## src/rtl/cordic_pkg.sv

```systemverilog
// Shared definitions for the CORDIC blocks: quadrant tags, angle unit and
// default parameters for the quadrant-folding wrapper.
package cordic_pkg;

  // Angles are carried in hundredths of a degree by every CORDIC core.
  localparam int ANG_UNIT_PER_DEG = 100;

  localparam int ANG90_DEF   = 90 * ANG_UNIT_PER_DEG;
  localparam int XY_LIM_DEF  = 16383;
  localparam int LATENCY_DEF = 9;

  // Quadrant tag: number of +90 degree steps removed by the fold.
  typedef logic signed [1:0] qtag_t;
  localparam qtag_t TAG_ZERO = 2'sb00;
  localparam qtag_t TAG_POS  = 2'sb01;
  localparam qtag_t TAG_NEG  = 2'sb11;

  // Side information that travels alongside a sample through the core.
  typedef struct packed {
    logic  vld;
    qtag_t tag;
    logic  sat;
  } tag_info_t;

  typedef enum logic {
    ST_FLUSH = 1'b0,
    ST_RUN   = 1'b1
  } fold_state_t;

endpackage

```

## src/rtl/cordic_tag_delay.sv

```systemverilog
// Fixed-depth shift line for {valid, tag, sat} with synchronous clear, used to
// line side information up with the CORDIC core result.
module cordic_tag_delay
  import cordic_pkg::*;
#(
  parameter int STAGES = LATENCY_DEF + 1
) (
  input  logic      clk,
  input  logic      rst,
  input  logic      clr,
  input  tag_info_t d_i,
  output tag_info_t q_o
);

  tag_info_t line_q [STAGES];

  // Shift one stage per cycle; reset or clear empties every stage.
  always_ff @(posedge clk) begin
    if (rst || clr) begin
      for (int i = 0; i < STAGES; i++) line_q[i] <= '0;
    end else begin
      line_q[0] <= d_i;
      for (int i = 1; i < STAGES; i++) line_q[i] <= line_q[i-1];
    end
  end

  assign q_o = line_q[STAGES-1];

endmodule

```

## src/rtl/cordic_quad_fold.sv

```systemverilog
// Quadrant fold around a vectoring CORDIC core: clips and rotates the input
// into the right half-plane, then restores the full-circle angle on the way out.
module cordic_quad_fold
  import cordic_pkg::*;
#(
  parameter int LATENCY = LATENCY_DEF,
  parameter int ANG90   = ANG90_DEF,
  parameter int XY_LIM  = XY_LIM_DEF
) (
  input  logic               clk,
  input  logic               rst,
  input  logic               clr,
  input  logic               in_valid,
  output logic               in_ready,
  input  logic signed [15:0] in_x,
  input  logic signed [15:0] in_y,
  output logic signed [15:0] core_x,
  output logic signed [15:0] core_y,
  input  logic signed [15:0] core_r,
  input  logic signed [15:0] core_ang,
  output logic               out_valid,
  output logic signed [15:0] out_r,
  output logic signed [15:0] out_ang,
  output logic               out_sat
);

  localparam int DATA_W = 16;
  localparam int CNT_W  = $clog2(LATENCY + 2);
  localparam logic signed [DATA_W-1:0] LIM_P   = DATA_W'(XY_LIM);
  localparam logic signed [DATA_W:0]   ANG90_P = (DATA_W + 1)'(ANG90);

  function automatic logic signed [DATA_W-1:0] clip_xy(input logic signed [DATA_W-1:0] v);
    if (v > LIM_P)       return LIM_P;
    else if (v < -LIM_P) return -LIM_P;
    else                 return v;
  endfunction

  function automatic logic signed [DATA_W-1:0] sat_ang(input logic signed [DATA_W:0] v);
    if (v > 17'sd32767)       return 16'sh7FFF;
    else if (v < -17'sd32768) return 16'sh8000;
    else                      return v[DATA_W-1:0];
  endfunction

  fold_state_t              state_q;
  logic [CNT_W-1:0]         cnt_q;
  logic                     in_ready_q;
  logic signed [DATA_W-1:0] core_x_q, core_y_q;
  logic signed [DATA_W-1:0] core_x_d, core_y_d;
  logic signed [DATA_W-1:0] x_clip, y_clip;
  qtag_t                    tag_d;
  logic                     sat_d;
  logic                     accept;
  tag_info_t                line_d, line_q;
  logic signed [DATA_W:0]   ang_off, ang_sum;
  logic                     out_valid_q, out_sat_q;
  logic signed [DATA_W-1:0] out_r_q, out_ang_q;

  assign accept = in_valid && in_ready_q && !clr && !rst;

  // Clip both inputs (so negation can never overflow), then fold into x >= 0.
  always_comb begin
    x_clip   = clip_xy(in_x);
    y_clip   = clip_xy(in_y);
    sat_d    = (x_clip != in_x) || (y_clip != in_y);
    core_x_d = x_clip;
    core_y_d = y_clip;
    tag_d    = TAG_ZERO;
    if (x_clip[DATA_W-1]) begin
      if (!y_clip[DATA_W-1]) begin
        core_x_d = y_clip;
        core_y_d = -x_clip;
        tag_d    = TAG_POS;
      end else begin
        core_x_d = -y_clip;
        core_y_d = x_clip;
        tag_d    = TAG_NEG;
      end
    end
    line_d     = '0;
    line_d.vld = accept;
    line_d.tag = accept ? tag_d : TAG_ZERO;
    line_d.sat = accept && sat_d;
  end

  // Flush/run control: FLUSH waits out LATENCY+1 cycles of zeros through the core.
  always_ff @(posedge clk) begin
    if (rst || clr) begin
      state_q    <= ST_FLUSH;
      cnt_q      <= '0;
      in_ready_q <= 1'b0;
    end else begin
      case (state_q)
        ST_FLUSH: begin
          if (cnt_q == CNT_W'(LATENCY)) begin
            state_q    <= ST_RUN;
            cnt_q      <= '0;
            in_ready_q <= 1'b1;
          end else begin
            cnt_q <= cnt_q + CNT_W'(1);
          end
        end
        ST_RUN:  in_ready_q <= 1'b1;
        default: begin
          state_q    <= ST_FLUSH;
          cnt_q      <= '0;
          in_ready_q <= 1'b0;
        end
      endcase
    end
  end

  // Stage p0 -> core: present the folded sample, zeros when nothing is accepted.
  always_ff @(posedge clk) begin
    if (rst || !accept) begin
      core_x_q <= '0;
      core_y_q <= '0;
    end else begin
      core_x_q <= core_x_d;
      core_y_q <= core_y_d;
    end
  end

  cordic_tag_delay #(
    .STAGES (LATENCY + 1)
  ) u_tag_delay (
    .clk (clk),
    .rst (rst),
    .clr (clr),
    .d_i (line_d),
    .q_o (line_q)
  );

  // Undo the fold: add back the removed quarter turns at 17 bits.
  always_comb begin
    ang_off = '0;
    case (line_q.tag)
      TAG_POS: ang_off = ANG90_P;
      TAG_NEG: ang_off = -ANG90_P;
      default: ang_off = '0;
    endcase
    ang_sum = $signed({core_ang[DATA_W-1], core_ang}) + ang_off;
  end

  // Output stage: capture on valid, hold otherwise.
  always_ff @(posedge clk) begin
    if (rst) begin
      out_valid_q <= 1'b0;
      out_r_q     <= '0;
      out_ang_q   <= '0;
      out_sat_q   <= 1'b0;
    end else begin
      out_valid_q <= line_q.vld && !clr;
      if (line_q.vld && !clr) begin
        out_r_q   <= core_r;
        out_ang_q <= sat_ang(ang_sum);
        out_sat_q <= line_q.sat;
      end
    end
  end

  assign in_ready  = in_ready_q;
  assign core_x    = core_x_q;
  assign core_y    = core_y_q;
  assign out_valid = out_valid_q;
  assign out_r     = out_r_q;
  assign out_ang   = out_ang_q;
  assign out_sat   = out_sat_q;

endmodule

```

## config.mk

```make
export PLATFORM = sky130hd
export DESIGN_NAME = cordic_quad_fold
export DESIGN_NICKNAME = d
export VERILOG_FILES = /design/src/rtl/cordic_pkg.sv /design/src/rtl/cordic_tag_delay.sv /design/src/rtl/cordic_quad_fold.sv
export SDC_FILE = /design/constraint.sdc
export NUM_CORES = 1
export LEC_CHECK = 0
export CAP_MARGIN = 20
export CORE_ASPECT_RATIO = 0.75
export CORE_UTILIZATION = 50
export DETAILED_ROUTE_END_ITERATION = 8
export PLACE_DENSITY = 0.83
export SYNTH_ARGS = -nofsm -noshare
export SYNTH_HDL_FRONTEND = slang
export SYNTH_SLANG_ARGS = --single-unit
```

## constraint.sdc

```tcl
create_clock -name clk -period 13.4 [get_ports clk]
set_clock_uncertainty 0.1 [all_clocks]
set_input_delay 3.35 -clock clk [delete_from_list [all_inputs] [get_ports clk]]
set_output_delay 3.35 -clock clk [all_outputs]
set_load 0.05 [all_outputs]
```

==> reports/metrics.cfg <==
[critical_path]
required_ps = 13580
worstPathArrival_ps = 8100
crit_path_max_fanout = 20
worst-setup-path-type = input pin to flip-flop
cp-start-kind = input pin
end_kind = flip-flop

[finish]
drive_gt1_share_pct = 4.45
nets = 922
finish.instance_area_sq_um = 7570
n_antenna_cell = 0
regArea_sq_um = 2240
syn2layout_area_growth_pct = 27.8
multiInputGateArea_sq_um = 3370
fin_cells = 1015
fill_cells = 962

[cts]
clk_pin_slew_worst_paths_ps = 80
cts.path.max_buffers = 2
htree_levels = 3
insertion_delay_ps = 350
post_cts_buffers = 0
cts_sinks = 112
cts_tree = done
cts_hold_buf = 0
cts-resized-gates = 0
clock-root-buffer = clkbuf_16
numCtsBuffers = 9

[logic_synthesis]
yosys.cell_types.count = 68
syn-num-nets = 830
synth_warnings = 0
netlist_top_cells_area = dfxtp_1 38%, a21oi_1 5.9%, nand2_1 5.6%
synth_cells = 756
synth_area_leader_cell = dfxtp_1
async_flop_share_pct = 0
synth_ff_type = dfxtp_1
yosysTopAreaCellShare_pct = 37.8
ys_seq_area_share_pct = 37.8
synth-edff-count = 0
ys_ff_latch = 112
synth.cell_area_sq_um = 5920
avgSynthCellArea_sq_um = 7.84

[power_and_ir_drop]
pwr-share-comb_pct = 15.6
p_per_area_nw_per_um2 = 93.4
p_sw_mw = 0.199
clkPwrFrac_pct = 37.4
p_leak_nw = 2.61
swShare_pct = 28.1
p_int_mw = 0.509
power.share.sequential_pct = 47.1
vdd_drop_max_mv = 0.0661

[die]
coreArea_sq_um = 11600
die_area_sq_um = 12300
die_w_microns = 128
dieHeight_microns = 96.3
fp-row-count = 34
ioPinCount = 135
initial_core_util_pct = 51.2

[placed_design]
dpl.cell_count = 998
dpl-instance-area_sq_um = 7260
dp_hpwl_microns = 12900
place_congestion = 0.943
port_buffers = 134

[routing]
wl_per_cell_microns = 17.6
drc = 0
drt_wl_total_microns = 17800
drt-initial-drc-count = 536
via_per_inst = 5.98
drtPass1Iterations = 5
vias = 6067
ant_nets = 0

[timing]
finalHoldViolCount = 0
maxSlewViolCount = 0
maxSlewHeadroom_pct = 31.5
setup_violations = 0
finalCriticalPeriod_ps = 7920
period_share_pct = 59.1
worst_pin_slew_ps = 1030
rsz0062_at_grt = false
fmax_ghz = 0.126
finalSetupTns_ps = 0

[global_route]
grt_pass1_wl_microns = 27100
gr-total-overflow = 0
grt_max_degree = 39
grt_use_total_pct = 28.4
grt_pass1_vias = 5379
antenna_found_initial = 0

[hold_path]
min_path_type = flip-flop to flip-flop

[job]
maxCapViolations = 0

[run_status]
status = complete, no violations

[Yosys cell counts (all sizes together) (7+ instances only)]
cell type	instances
dfxtp	112
nand2	88
a21oi	70
nor2	61
clkbuf	45
o21ai	45
and2	40
nor3	31
xnor2	24
a211oi	21
nor2b	17
nand3	15
buf	14
inv	14
o211ai	14
a31oi	13
nand2b	10
a221oi	7
nand4	7
o21a	7
o31ai	7
[power by group through the flow]
stage	sequential [mW]	combinational, mW	clock, mW
5_1_grt	0.333	0.118	0.281
2_1_floorplan	0.341	0.0653	0
6_report	0.333	0.110	0.264
3_3_place_gp	0.341	0.105	0
4_1_cts	0.333	0.107	0.267
3_5_place_dp	0.341	0.107	0
[layout make-up]
cell class,count,area share (%)
clock buffer,9,2.98
clock inverter,7,0.975
inverter,15,0.777
multi-input combinational,570,44.5
sequential,112,29.6
tap,162,2.68
timing repair buffer,140,18.5
[routing by layer]
| layer | vias up | track usage (%) | wire [microns] |
|---|---|---|---|
| met5 | - | 0 | 0 |
| met4 | 0 | 11.0 | 538 |
| met3 | 48 | 6.00 | 1650 |
| met2 | 353 | 47.0 | 7910 |
| met1 | 2787 | 36.6 | 7750 |
| li1 | 2879 | - | - |
[logic make-up after synthesis]
group	count (synthesis)	synth area share [%]
compound gates	228	25.0
xor+xnor	30	4.44
fa+ha+maj	6	1.27
buf+inv	74	5.36
flops	112	37.8
mux	2	0.359
simple gates	304	25.8
[worst paths after layout]
path | start | end | slack [ps] | cells past startpoint
worst max-delay path | in_x[4] | core_y[14] | 5480 | 15
worst min-delay path | u_tag_delay.line_q[1][2] | u_tag_delay.line_q[1][6] | 330 | 1
worst max register to register | u_tag_delay.line_q[1][5] | out_ang[14] | 8720 | 10
worst min register to register | u_tag_delay.line_q[1][2] | u_tag_delay.line_q[1][6] | 330 | 1
[state kept, by name (all words and copies together) (netlist names)]
signal / cells
u_tag_delay.line_q: 40
core_x: 16
core_y: 16
out_ang: 16
out_r: 16
cnt_q: 4
in_ready: 1
out_sat: 1
out_valid: 1
state_q: 1
[cells in the final DEF (no fill, tap or decap), types with 7 or more instances in the layout]
master             n
nand2b_1          10
a211oi_1          21
nand4_1            7
o211ai_1          14
o21ai_0           45
nor2b_1           16
a31oi_1           13
inv_1             13
and2_1            39
clkdlybuf4s50_1  134
clkbuf_16          9
nor3_1            31
a221oi_1           7
nand3_1           15
dfxtp_1          112
xnor2_1           24
a21oi_1           70
nand2_1           88
nor2_1            60
o21a_1             7
[through the flow]
step	setup slack (ps)	hold slack (ps)	total power [mW]	utilization, %
4_1_cts	5630	329	0.708	65.3
6_report	5480	328	0.707	65.4
3_5_place_dp	5280	312	0.448	62.7
2_1_floorplan	6650	306	0.406	-
5_1_grt	5150	344	0.732	65.4
3_3_place_gp	5530	307	0.446	62.6
[critical path, cell delays in order]
cell and delay (ps):
clkdlybuf4s50_1 520, or4_1 610, nor4_1 200, nand4_1 140
o211ai_1 200, ha_1 520, inv_1 390, a21oi_1 370
ha_1 250, o2111ai_1 260, o21bai_1 320, or3b_2 480
a21oi_1 170, o32ai_1 110, a21oi_1 200
Power figures use the tool's default switching activity.
